`src/rtl/cache_arbiter.sv`:
```
// cache_arbiter: shares one cache-line memory port between the I-cache fill
// path and the D-cache fill/writeback path. One transfer is in flight at a
// time. The memory-side request is registered. Ties alternate between the
// two sides, and a one-cycle recovery slot follows every completion.
module cache_arbiter #(
   parameter int ADDR_W = 32,
   parameter int LINE_W = 256
) (
   input  logic              clk,
   input  logic              rst_n,
   input  logic              i_read,
   input  logic [ADDR_W-1:0] i_addr,
   output logic [LINE_W-1:0] i_rdata,
   output logic              i_resp,
   input  logic              d_read,
   input  logic              d_write,
   input  logic [ADDR_W-1:0] d_addr,
   input  logic [LINE_W-1:0] d_wdata,
   output logic [LINE_W-1:0] d_rdata,
   output logic              d_resp,
   output logic              pmem_read,
   output logic              pmem_write,
   output logic [ADDR_W-1:0] pmem_addr,
   output logic [LINE_W-1:0] pmem_wdata,
   input  logic [LINE_W-1:0] pmem_rdata,
   input  logic              pmem_resp
);

   localparam logic [1:0] IDLE    = 2'd0;
   localparam logic [1:0] SERVE_I = 2'd1;
   localparam logic [1:0] SERVE_D = 2'd2;
   localparam logic [1:0] RECOVER = 2'd3;

   // Clears the byte offset within a line so the memory only sees line addresses.
   localparam logic [ADDR_W-1:0] LINE_MASK = ~ADDR_W'(LINE_W / 8 - 1);

   logic [1:0] state;
   logic       last_grant;   // 1 = D side was granted most recently
   logic       d_req;
   logic       grant_i;
   logic       grant_d;

   // Grant decision in IDLE; a tie goes to the side not granted last time.
   always_comb begin
      d_req   = d_read | d_write;
      grant_i = 1'b0;
      grant_d = 1'b0;
      if (state == IDLE) begin
         grant_i = i_read & (~d_req | last_grant);
         grant_d = d_req & (~i_read | ~last_grant);
      end
   end

   // Fill data is a plain pass-through; only the resp pulses qualify it.
   assign i_rdata = pmem_rdata;
   assign d_rdata = pmem_rdata;
   assign i_resp  = (state == SERVE_I) & pmem_resp;
   assign d_resp  = (state == SERVE_D) & pmem_resp;

   // Transfer FSM and registered memory-side request.
   always_ff @(posedge clk or negedge rst_n) begin
      if (!rst_n) begin
         state      <= IDLE;
         last_grant <= 1'b1;
         pmem_read  <= 1'b0;
         pmem_write <= 1'b0;
         pmem_addr  <= '0;
         pmem_wdata <= '0;
      end else begin
         case (state)
            IDLE: begin
               if (grant_i) begin
                  state      <= SERVE_I;
                  last_grant <= 1'b0;
                  pmem_read  <= 1'b1;
                  pmem_write <= 1'b0;
                  pmem_addr  <= i_addr & LINE_MASK;
                  pmem_wdata <= d_wdata;
               end else if (grant_d) begin
                  // A simultaneous read+write is illegal; the write wins.
                  state      <= SERVE_D;
                  last_grant <= 1'b1;
                  pmem_read  <= d_read & ~d_write;
                  pmem_write <= d_write;
                  pmem_addr  <= d_addr & LINE_MASK;
                  pmem_wdata <= d_wdata;
               end
            end
            SERVE_I, SERVE_D: begin
               if (pmem_resp) begin
                  state      <= RECOVER;
                  pmem_read  <= 1'b0;
                  pmem_write <= 1'b0;
               end
            end
            RECOVER: state <= IDLE;
            default: state <= IDLE;
         endcase
      end
   end

endmodule

```
`config.mk`:
```
export PLATFORM = sky130hd
export DESIGN_NAME = cache_arbiter
export DESIGN_NICKNAME = d
export VERILOG_FILES = /design/src/rtl/cache_arbiter.sv
export SDC_FILE = /design/constraint.sdc
export NUM_CORES = 1
export LEC_CHECK = 0
export BUFFER_PORTS_ARGS = -buffer_cell sky130_fd_sc_hd__buf_2
export CORE_AREA = 2 2 532 534
export CTS_CLUSTER_DIAMETER = 60
export CTS_CLUSTER_SIZE = 10
export DETAILED_ROUTE_END_ITERATION = 7
export DIE_AREA = 0 0 534 536
export PLACE_DENSITY_LB_ADDON = 0.3
export SLEW_MARGIN = 30
export SYNTH_ARGS = -nofsm -noshare
export SYNTH_HDL_FRONTEND = slang
export SYNTH_SLANG_ARGS = --single-unit
```
`constraint.sdc`:
```
create_clock -name clk -period 1.6 [get_ports clk]
set_input_delay 0.16 -clock clk [delete_from_list [all_inputs] [get_ports clk]]
set_output_delay 0.16 -clock clk [all_outputs]
set_load 0.005 [all_outputs]
```
== Yosys cells after proc, flatten, opt, wreduce, memory -nomap -nowiden ==
Cells that the tools add are included.
Word-level totals
  bits of input ports: 582
  bits in registers: 293
  logic and storage cells: 49
Operators by class
  reduce and logical (&&, ||, !) cells: 7
  equal/unequal tests: 5
  bitwise logic cells: 12
  mux-type cells: 19
Operators by type and width (count)
  2-to-1 mux 256 bit: 2
  2-to-1 mux 32 bit: 2
  2-to-1 mux 1 bit: 9
  2-to-1 mux 2 bit: 3
  one-hot mux 2 bit (3 select lines): 1
  bitwise AND 1 bit: 5
  == test 2 bit, second input constant: 2
  NOT 1 bit: 4
  one-hot mux 1 bit (2 select lines): 2
  AND reduction 2 bit: 2
  nonzero test 2 bit: 2
  != test 3 bit, second input constant: 1
  bitwise OR 1 bit: 3
  AND reduction 3 bit: 1
  == test 2 x 1 -> 1 bit, second input constant: 1
  zero test 2 bit: 1
  != test 2 bit, second input constant: 1
  OR reduction 2 bit: 1

== Logic depth before layout (Yosys ltp) ==
Gate-level depths: netlist of the first run.
  depth in word-level cells: 7
  gate-level depth with buffers: 8
  depth with buffers taken out: 5

== Least setup slack after synthesis of the first run ==
OpenSTA, ideal clock, no wires.
  path kind: register -> register
  from: reg state[0]
  to: reg pmem_write
  path buffers: 1
  path slack: -52 ps
  setup time: 125 ps
  arrival: 1527 ps
  stages on the path, launching flop included: 7
  clock period less this slack: 1652 ps
  cells stage by stage: dfrtp_1 > inv_1 > ha_1 > buf_2 > nor4b_1 > a211oi_1 > mux2_2
On the way
  word-level cells in the longest chain between the ends: 4
Ends and longest elaborated chain
  start, declared: line 37  | logic [1:0] state;
  start signal, assigned: line 63  | state <= IDLE;
  start signal, assigned: line 73  | state <= SERVE_I;
  start signal, assigned: line 81  | state <= SERVE_D;
  == test 2 x 1 -> 1 bit (tied with other cells): line 70  | case (state)
  OR reduction 2 bit or 2-to-1 mux 1 bit (tied branches): line 70, 48
  != test 2 bit (no line) (tied with other cells)
  AND reduction 3 bit (no line) or one-hot mux 1 bit (2 select lines) (tied branches)
  end signal, assigned: line 84  | pmem_write <= d_write;
  end, declared: line 22  | output logic pmem_write,
Parallel ways exist; a longest one is shown, timed or not.
A chain may end at the register's enable or synchronous reset.

== Worst setup path in the final report of the first run ==
  from: reg state[0]
  to: reg pmem_wdata[95]
On the way
  word-level cells in the longest chain between the ends: 4
Ends and longest elaborated chain
  zero test 2 bit *: line 48, 70
  2-to-1 mux 1 bit: line 48  | if (state == IDLE) begin
  nonzero test 2 bit (no line)
  AND reduction 2 bit (no line)
  end signal, assigned: line 78  | pmem_wdata <= d_wdata;
  end signal, assigned: line 86  | pmem_wdata <= d_wdata;
  end, declared: line 24  | output logic [LINE_W-1:0] pmem_wdata,
Every way passes the cells marked *; elsewhere a longest branch is shown, timed or not.

==> run_results.csv, run 1 <==
group,metric,value,unit
pwr,swShare,46.3,%
routing,routed.top_layer,"met5",
floorplan,start_util,5.41,%
clock_network,tritoncts,"yes",
layout,final_cells,6123,
floorplan,die_w,534,um
grt,grt_overflow,0,
sta,setup_viol,277,
pwr,p_leak,13.0,nW
setup_path,path_buf_inv,6,
setup_path,path_delay_family,"buffers and inverters",
synthesis,avgSynthCellArea,8.49,um2
sta,whs,173,ps
routing,drc,0,
synthesis,yosys_warnings,0,
synthesis,synth_cell_types,31,
clock_network,path_clk_slew,60,ps
synthesis,async_flop_share,100,%
routing,viasPerCell,2.42,
setup_path,cp_cell_sequence,"inv_2 > buf_6 > ha_4 > o31a_4 > buf_12 > buf_12 > buf_16 > clkbuf_16 > nand2_1 > nand2_1",
place,dpl.hpwl,134,mm
routing,route.met3.wl,36.2,mm
setup_path,path_max_fanout,14,
pwr,clkPwrFrac,19.7,%
run_status,violations,"negative setup slack",
grt,grt_pass1_wl,184,mm
synthesis,ys.flop_type,"dfrtp_1",
synthesis,yosys-top-cells-area,"dfrtp_1 (47%), buf_4 (26%), nand2_1 (19%)",
routing,ant_nets,0,
routing,num_vias,14794,
setup_path,worst_ep_required_time,2210,ps
place,placed_cells_incl_taps,5625,
synthesis,synth_area,15200,um2
setup_path,worstSetupPathType,"reg -> reg",
routing,wl_met1,51.9,mm
run,maxCapViolCount,0,
sta,drv_slew,0,
clock_network,cts_buffer_depth,3,
synthesis,synth_top_area_share,47.2,%
setup_path,cp_slowest_stage_delay,390,ps
synthesis,syn_inst,1791,
sta,fin_crit_sh,114,%
synthesis,seq_area_frac_synth,47.4,%
clock_network,cts_buffers,50,
run_status,status,"finished, violations left",
synthesis,yosysTopAreaCell,"dfrtp_1",
sta,finalCriticalPeriod,1830,ps
routing,wl_per_cell,27.0,um
routing,met2_wirelength,66.2,mm
setup_path,end_kind,"register",
floorplan,fp.dieArea,286000,um2
sta,hold_viol,0,
floorplan,fp.coreArea,281000,um2
worst_hold_path,hold_path_class,"in -> reg",
layout,syn2layout_area_growth,88.2,%
layout,drive_gt1_share,54.7,%
sta,finClkSkew,31.2,ps
place,portBuffers,602,
synthesis,synth_seq_cells,288,
setup_path,crit_slowest_cell,"dfrtp_1",
sta,setup_slack,-229,ps
clock_network,cts_sinks,288,
floorplan,ios,1386,
pwr,ir_drop,0.804,mV
grt,antenna_found_initial,66,
setup_path,cp-start-kind,"register",
clock_network,clock_latency,690,ps
pwr,switchingPower,0.0268,W
floorplan,fp.dieH,536,um
layout,fillCellCount,32393,
sta,fmax,0.547,GHz
pwr,p_per_area,2020,nW/um2
setup_path,worstPathArrival,2440,ps
pwr,internal_power,0.0311,W
clock_network,clockRootBuffer,"clkbuf_16",
pwr,power_frac_seq,23.6,%
place,gp_congestion,0.783,
pwr,comb_power_share,56.7,%
clock_network,htree_levels,2,
routing,drt-pass1-iter-count,5,
pwr,total_power,0.0579,W
grt,groute.usage.overall,10.2,%
layout,nets,2920,
routing,totalWireLength,166,mm
grt,grt_pass1_vias,14868,
sta,rsz0062_at_grt,"yes",
floorplan,row_count,195,
grt,grt_max_degree,59,
routing,drt_iter0_markers,875,
synthesis,synth_edf_count,0,
-- synthesized netlist by cell type, types with 2 or more instances --
library cell,count
nand2_1,770
buf_4,520
dfrtp_1,287
buf_2,65
nor2_1,29
a21oi_1,27
a41oi_1,27
o21ai_0,27
clkbuf_1,7
inv_1,5
buf_1,3
ha_1,3
and2_1,2
mux2_2,2
-- final timing paths --
kind | start | end | slack, ps | cells past startpoint
worst max-delay path | state[0] | pmem_wdata[95] | -230 | 10
worst min-delay path | i_read | pmem_addr[22] | 170 | 4
worst max register to register | state[0] | pmem_wdata[95] | -230 | 10
worst min register to register | pmem_wdata[151] | pmem_wdata[151] | 470 | 2
max in group asynchronous | rst_n | pmem_wdata[132] | 930 | 4
min in group asynchronous | rst_n | last_grant | 200 | 2
-- flip-flops by register name, indices dropped and copies added (netlist names) --
signal and flops:
pmem_read 1, last_grant 1, pmem_addr 27, state 2, pmem_wdata 256, pmem_write 1
-- cell usage in the layout, fill, tap and decap left out, types with 2 or more instances in the layout --
master / instances
nor2_1: 8
buf_4: 53
clkinv_2: 7
inv_6: 7
o21ai_0: 20
buf_6: 20
nand2_2: 237
buf_16: 11
nand2_1: 393
a41oi_1: 19
inv_2: 3
inv_1: 2
a21oi_2: 22
dlygate4sd3_1: 314
bufinv_16: 6
clkbuf_1: 6
and2_4: 2
dfrtp_1: 286
clkinv_4: 5
a41oi_2: 8
a21oi_1: 5
diode_2: 9
o21ai_1: 8
conb_1: 5
nor2_4: 21
clkinvlp_4: 3
buf_2: 580
ha_4: 3
clkbuf_16: 93
buf_12: 48
nand2_4: 139
clkbuf_8: 3
buf_8: 15
-- through the flow --
| step | area (um2) | utilization [%] | setup slack [ps] | TNS [ps] |
|---|---|---|---|---|
| after global routing | 28600 | 10.2 | -296 | -53220 |
| after floorplan | 15200 | - | 34.9 | 0 |
| after detailed placement | 19600 | 6.98 | -244 | -30970 |
| after CTS | 24600 | 8.77 | -299 | -25700 |
| after global placement | 19600 | 6.98 | -235 | -28660 |
| final | 28600 | 10.2 | -229 | -37690 |
-- final cells by class --
type / count / area, um2 / area share [%]
Clock buffer: 59 / 1320 / 4.60
Inverter: 5 / 18.8 / 0.0656
Timing Repair Buffer: 1084 / 9230 / 32.3
Antenna cell: 9 / 22.5 / 0.0787
Tap cell: 3743 / 4680 / 16.4
Sequential cell: 288 / 7210 / 25.2
Clock inverter: 29 / 359 / 1.25
Multi-Input combinational cell: 906 / 5770 / 20.2
-- logic make-up after synthesis --
| logic type | count (synthesis) | synth area share (%) |
|---|---|---|
| multiplexers | 2 | 0.148 |
| flip-flops | 288 | 47.4 |
| AO/OA/AOI/OAI | 92 | 4.01 |
| AND/OR/NAND/NOR | 804 | 19.9 |
| buffers and inverters | 601 | 28.2 |
| adder cells (fa/ha/maj) | 3 | 0.247 |
| other | 1 | 0.0247 |
-- worst register-to-register path, stage by stage (launching register included) --
cell and delay, ps:
dfrtp_1 390, inv_2 80, buf_6 100, ha_4 180, o31a_4 210, buf_12 130
buf_12 100, buf_16 150, clkbuf_16 280, nand2_1 80, nand2_1 60
-- routing by layer --
metal  up-vias  GRT usage, %
met3       503          10.6
met4        26          6.30
met5         -         0.966
li1       6139             -
met2      1156          13.9
met1      6970          9.23
-- repair_timing --
| action | in CTS | in global routing |
|---|---|---|
| endpoints found under the setup margin | 282 | 291 |
| endpoints found under the hold margin | 575 | 0 |
| cloned | 2 | 58 |
| setup buffers | 1 | 26 |
| hold buffers | 315 | 0 |
| resized for setup | 36 | 703 |
| pin swaps | 0 | 283 |
-- power by group through the flow --
stage	sequential (W)	clock, W	combinational, W
floorplan	0.0131	0	0.00782
global placement	0.0130	0	0.0220
detailed placement	0.0131	0	0.0219
CTS	0.0131	0.0119	0.0233
global route	0.0141	0.0122	0.0356
finish	0.0137	0.0114	0.0328
Note: power is estimated with default switching activity, not from simulation.
==> run 2: changes to the inputs <==
--- a/config.mk
+++ b/config.mk
@@ -11,7 +11,7 @@
 export CTS_CLUSTER_SIZE = 10
 export DETAILED_ROUTE_END_ITERATION = 7
 export DIE_AREA = 0 0 534 536
-export PLACE_DENSITY_LB_ADDON = 0.3
+export PLACE_DENSITY = 0.3
 export SLEW_MARGIN = 30
 export SYNTH_ARGS = -nofsm -noshare
 export SYNTH_HDL_FRONTEND = slang
==> run 2 against run 1 <==
- the flow still finishes with violations (negative setup slack)
- global-route usage about the same
- via count decreased by 1.7%
- die area unchanged
- critical endpoint is now pmem_wdata[51]
- largest power group unchanged
==> run_results.csv, run 2 (synthesis gave the netlist of run 1 again) <==
group,metric,value,unit
setup_path,path_buf_inv,5,
setup_path,timing.reg2reg.setup_slack,-260,ps
layout,syn2layout_area_growth,87.4,%
clock_network,clock_latency,720,ps
layout,layout_commonest_cell,"buf_2",
sta,finClkSkew,36.6,ps
routing,num_vias,14544,
sta,finalCriticalPeriod,1860,ps
setup_path,worst_ep_required_time,2240,ps
setup_path,cp_slowest_stage_delay,410,ps
run_status,violations,"negative setup slack",
setup_path,worstPathArrival,2490,ps
setup_path,path_max_fanout,8,
place,dpl.hpwl,124,mm
setup_path,cp-start-kind,"register",
layout,largest_reg_flops,256,
sta,fmax,0.539,GHz
pwr,total_power,0.0574,W
floorplan,ios,1386,
layout,top_regs,"pmem_wdata: 256 flops, pmem_addr: 27 flops, state: 2 flops",
place,pre_cts_ws,-220,ps
setup_path,worstSetupPathType,"reg -> reg",
setup_path,end_kind,"register",
routing,totalWireLength,154,mm
worst_hold_path,worstHoldStart,"d_read",
routing,drt-pass1-iter-count,5,
pwr,ir_drop,0.833,mV
floorplan,start_util,5.41,%
setup_path,crit_slowest_cell,"dfrtp_1",
floorplan,fp.dieH,536,um
pwr,p_per_area,2010,nW/um2
run,maxCapViolCount,0,
floorplan,row_count,195,
grt,grt_max_degree,49,
run_status,status,"finished, violations left",
grt,grt_overflow,0,
sta,rsz0062_at_grt,"yes",
floorplan,fp.dieArea,286000,um2
grt,grt_pass1_wl,184,mm
sta,fin_crit_sh,116,%
clock_network,clockRootBuffer,"clkbuf_16",
sta,hold_viol,0,
setup_path,ff2ff_path_depth,9,
worst_hold_path,worstHoldPathCells,5,
routing,viasPerCell,2.37,
layout,top_register,"pmem_wdata",
floorplan,fp.coreArea,281000,um2
clock_network,cts_sinks,288,
sta,setup_slack,-255,ps
setup_path,path_delay_family,"buffers and inverters",
place,portBuffers,602,
clock_network,cts_buffer_depth,3,
layout,drive_gt1_share,50.5,%
layout,layout_common_cells,"buf_2 (594), nand2_1 (499), dlygate4sd3_1 (314)",
setup_path,rr_endpoint,"pmem_wdata[51]",
sta,tightestPinTransition,751,ps
clock_network,htree_levels,2,
grt,antenna_found_initial,53,
setup_path,regToRegStartpoint,"state[1]",
floorplan,die_w,534,um
clock_network,cts_buffers,56,
setup_path,cp_common_cell,"buf_12",
routing,drc,0,
clock_network,path_clk_slew,60,ps
pwr,p_leak,13.0,nW
grt,grt_pass1_vias,15167,
routing,drt_iter0_markers,864,
grt,groute.usage.overall,10.2,%
sta,setup_viol,269,
routing,ant_nets,0,
sta,drv_slew,0,
worst_hold_path,min_to,"state[1]",
worst_hold_path,hold_path_class,"in -> reg",
place,gp_congestion,0.833,
layout,nets,2935,
layout,final_util,10.1,%
sta,slew_headroom,49.9,%
setup_path,cp_cell_sequence,"inv_2 > ha_4 > o31a_4 > buf_12 > clkbuf_16 > buf_16 > buf_12 > nand2_2 > nand2_1",
routing,wl_per_cell,25.0,um
clock_network,tritoncts,"yes",
run 2: timing repair:
item	4_1_cts	5_1_grt
hold endpoints to repair	573	0
hold buffers	314	0
gates cloned	32	16
endpoints found under the setup margin	282	335
pin swaps	21	205
gates resized for setup	193	405
buffers inserted	37	17
run 2: power by group:
part	leakage (nW)	internal [W]	switching [W]
registers	3.51	0.0110	0.00224
logic	8.56	0.0131	0.0185
clock network	0.925	0.00746	0.00511
run 2: how the worst max path moves through the flow:
stage | start | to | slack (ps) | depth (start not counted)
finish | state[1] | pmem_wdata[51] | -260 | 9
global route | state[1] | pmem_wdata[51] | -330 | 9
CTS | state[0] | d_resp | -310 | 5
detailed placement | state[1] | pmem_addr[5] | -220 | 7
global placement | state[1] | pmem_addr[5] | -200 | 7
floorplan | state[0] | pmem_write | 30 | 6
run 2: layout make-up:
| class | instances | area, um2 |
|---|---|---|
| inverter | 5 | 18.8 |
| clock buffer | 65 | 1470 |
| multi-input combinational | 906 | 5400 |
| sequential | 288 | 7210 |
| tap | 3743 | 4680 |
| clock inverter | 39 | 442 |
| fill | 32545 | 252000 |
| timing repair buffer | 1093 | 9270 |
| antenna | 3 | 7.51 |
run 2: routing by layer:
| metal | track usage (%) | routed length (um) |
|---|---|---|
| met5 | 0.683 | 509 |
| met4 | 5.59 | 9420 |
| met3 | 10.8 | 35300 |
| met2 | 14.1 | 60600 |
| met1 | 9.20 | 47700 |
run 2: through the flow:
step / area (um2) / std cells / hold slack, ps / setup TNS [ps]
3_5_place_dp: 19600 / 5629 / 212 / -29300
6_report: 28500 / 6142 / 132 / -33690
3_3_place_gp: 19600 / 5629 / 209 / -26690
5_1_grt: 28500 / 6140 / 82.7 / -62460
4_1_cts: 26700 / 6115 / 17.6 / -48720
2_1_floorplan: 15200 / 1795 / -136 / 0
run 2: tightest hold or removal path, delay by kind of cell:
family,cells,cell delay [ps]
buffers and inverters,2,350
AND/OR/NAND/NOR,2,180
AO/OA/AOI/OAI,1,70
==> run 3: changes to the inputs <==
--- a/config.mk
+++ b/config.mk
@@ -5,12 +5,13 @@
 export SDC_FILE = /design/constraint.sdc
 export NUM_CORES = 1
 export LEC_CHECK = 0
+export ABC_AREA = 1
 export BUFFER_PORTS_ARGS = -buffer_cell sky130_fd_sc_hd__buf_2
-export CORE_AREA = 2 2 532 534
+export CORE_AREA = 2 2 533 535
 export CTS_CLUSTER_DIAMETER = 60
 export CTS_CLUSTER_SIZE = 10
 export DETAILED_ROUTE_END_ITERATION = 7
-export DIE_AREA = 0 0 534 536
+export DIE_AREA = 0 0 535 537
 export PLACE_DENSITY = 0.3
 export SLEW_MARGIN = 30
 export SYNTH_ARGS = -nofsm -noshare
==> run 3 against run 2 <==
- the flow still finishes with violations (negative setup slack)
- die area rose by 0.37%
- non-clock buffer count shrank 81
- synthesized area is 0.47% higher
- count of clock-buffer cells in the layout is 8 higher
- fmax up 3.9%
- global-route usage decreased by 0.61 points
- wire length is 6.5% lower
- critical path type unchanged
- largest power group unchanged
==> run_results.csv, run 3 <==
group,metric,value,unit
routing,totalWireLength,144,mm
clock_network,cts_buffers,54,
routing,drc,0,
clock_network,cts_sinks,288,
pwr,power_frac_seq,26.3,%
synthesis,synth_top_area_share,47.0,%
sta,finalSetupTns,-28850,ps
pwr,p_per_area,1930,nW/um2
grt,grt_pass1_wl,174,mm
worst_hold_path,hold_path_class,"in -> reg",
synthesis,synth.most_common_cell,"nand2_1",
sta,fmax,0.560,GHz
setup_path,worst_ep_required_time,2240,ps
pwr,p_leak,11.9,nW
floorplan,fp.dieH,537,um
sta,finClkSkew,34.4,ps
clock_network,clockRootBuffer,"clkbuf_16",
sta,rsz0062_at_grt,"yes",
place,pre_cts_ws,-208,ps
clock_network,htree_levels,2,
setup_path,path_max_fanout,17,
layout,top_regs,"pmem_wdata: 256 flops, pmem_addr: 27 flops, state: 2 flops",
sta,drv_slew,0,
layout,layout_commonest_cell,"nand2_1",
sta,hold_viol,0,
pwr,internal_power,0.0272,W
layout,layout_common_cells,"nand2_1 (904), buf_2 (595), dlygate4sd3_1 (315)",
sta,finalCriticalPeriod,1780,ps
floorplan,start_util,5.43,%
synthesis,yosys_warnings,0,
synthesis,synth_edf_count,0,
synthesis,async_flop_share,100,%
pwr,swShare,44.4,%
run_status,violations,"negative setup slack",
routing,wl_per_cell,23.4,um
clock_network,cts_buffer_depth,3,
layout,largest_reg_flops,256,
place,portBuffers,602,
synthesis,synth_seq_cells,288,
run,maxCapViolCount,0,
setup_path,cp-start-kind,"register",
layout,drive_gt1_share,34.5,%
setup_path,end_kind,"register",
synthesis,yosysTopAreaCell,"dfrtp_1",
clock_network,tritoncts,"yes",
grt,grt_overflow,0,
floorplan,ios,1386,
routing,drt-pass1-iter-count,5,
sta,setup_viol,282,
grt,antenna_found_initial,78,
place,placed_cell_area,19600,um2
layout,top_register,"pmem_wdata",
routing,num_vias,14031,
clock_network,path_clk_slew,50,ps
floorplan,fp.coreArea,281000,um2
layout,final_cell_area,25300,um2
synthesis,avgSynthCellArea,8.25,um2
layout,nets,2922,
sta,fin_crit_sh,112,%
pwr,clkPwrFrac,24.9,%
floorplan,row_count,195,
grt,groute.usage.overall,9.59,%
place,gp_congestion,0.770,
routing,drt_iter0_markers,762,
clock_network,clock_latency,710,ps
synthesis,synth_area,15300,um2
routing,ant_nets,0,
synthesis,synth_common_cells,"nand2_1 (919), buf_4 (550), dfrtp_1 (287)",
synthesis,yosys-top-cells-area,"dfrtp_1 (47%), buf_4 (27%), nand2_1 (23%)",
pwr,ir_drop,0.759,mV
floorplan,fp.dieArea,287000,um2
synthesis,seq_area_frac_synth,47.2,%
sta,setup_slack,-185,ps
synthesis,syn_inst,1852,
pwr,comb_power_share,48.8,%
grt,grt_pass1_vias,14359,
place,dpl.hpwl,123,mm
synthesis,ys.flop_type,"dfrtp_1",
sta,whs,192,ps
layout,syn2layout_area_growth,65.8,%
synthesis,synth_cell_types,18,
routing,viasPerCell,2.29,
setup_path,worstPathArrival,2420,ps
run_status,status,"finished, violations left",
pwr,total_power,0.0490,W
pwr,switchingPower,0.0218,W
grt,grt_max_degree,49,
setup_path,worstSetupPathType,"reg -> reg",
setup_path,timing.reg2reg.setup_slack,-180,ps
floorplan,die_w,535,um
run 3: cell types whose count changed after synthesis, moves of 27 or more:
| cell | before | now |
|---|---|---|
| buf_4 | 520 | 550 |
| nand3_1 | 1 | 30 |
| nor2_1 | 29 | 2 |
| buf_2 | 65 | 35 |
| a41oi_1 | 27 | 0 |
| nand2_1 | 770 | 919 |
run 3: kinds of logic after synthesis:
family | Yosys count | synth area share [%]
other cells | 1 | 0.0246
buf+inv | 598 | 28.5
simple gates | 954 | 23.7
compound gates | 8 | 0.303
fa+ha+maj | 3 | 0.246
flops | 288 | 47.2
run 3: per-stage QoR:
stage	instances	utilization, %
finish	6132	9.00
global placement	5688	6.98
detailed placement	5688	6.98
CTS	6118	8.99
floorplan	1856	-
global route	6128	9.00
run 3: power by group through the flow:
stage          logic (W)  clock network [W]  registers [W]
2_1_floorplan    0.00813                  0         0.0131
4_1_cts           0.0252             0.0128         0.0129
6_report          0.0239             0.0122         0.0129
3_3_place_gp      0.0221                  0         0.0129
5_1_grt           0.0270             0.0130         0.0134
3_5_place_dp      0.0221                  0         0.0129
run 3: path summary, 6_finish.rpt:
path | from | end | depth (start not counted)
max | state[1] | pmem_wdata[80] | 10
min | d_wdata[143] | pmem_wdata[143] | 4
max reg2reg | state[1] | pmem_wdata[80] | 10
min reg2reg | pmem_wdata[102] | pmem_wdata[102] | 2
max in group asynchronous | rst_n | pmem_wdata[155] | 3
min in group asynchronous | rst_n | pmem_wdata[244] | 3
run 3: timing repair:
| action | CTS | global route |
|---|---|---|
| resized for setup | 63 | 0 |
| endpoints found under the hold margin | 576 | 2 |
| gates cloned | 10 | 0 |
| pin swaps | 2 | 0 |
| setup buffers | 9 | 1 |
| hold buffers | 315 | 1 |
| setup endpoints to repair | 294 | 290 |
run 3: layer usage:
layer  global-route usage [%]  share of wire [%]  vias to the layer above
met3                     8.94                 21                      549
li1                         -                  -                     6092
met5                     1.23               0.41                        -
met2                     13.2                 39                     1102
met1                     9.28                 33                     6268
met4                     5.56                6.9                       20
run 3: layout make-up:
| cell class | count | area, um2 |
|---|---|---|
| Tap cell | 3743 | 4680 |
| Antenna cell | 12 | 30.0 |
| Inverter | 10 | 47.5 |
| Fill cell | 32901 | 256000 |
| Multi-Input combinational cell | 971 | 3850 |
| Clock inverter | 23 | 315 |
| Timing Repair Buffer | 1012 | 7650 |
| Sequential cell | 288 | 7210 |
| Clock buffer | 73 | 1550 |
run 3: critical path: stages, from the launching register on:
cell and delay (ps):
dfrtp_1 400, inv_2 80, ha_2 240, nand2_4 80, buf_12 140, nand2_8 140
buf_12 120, buf_16 160, buf_16 160, nand2_1 110, nand2_1 80
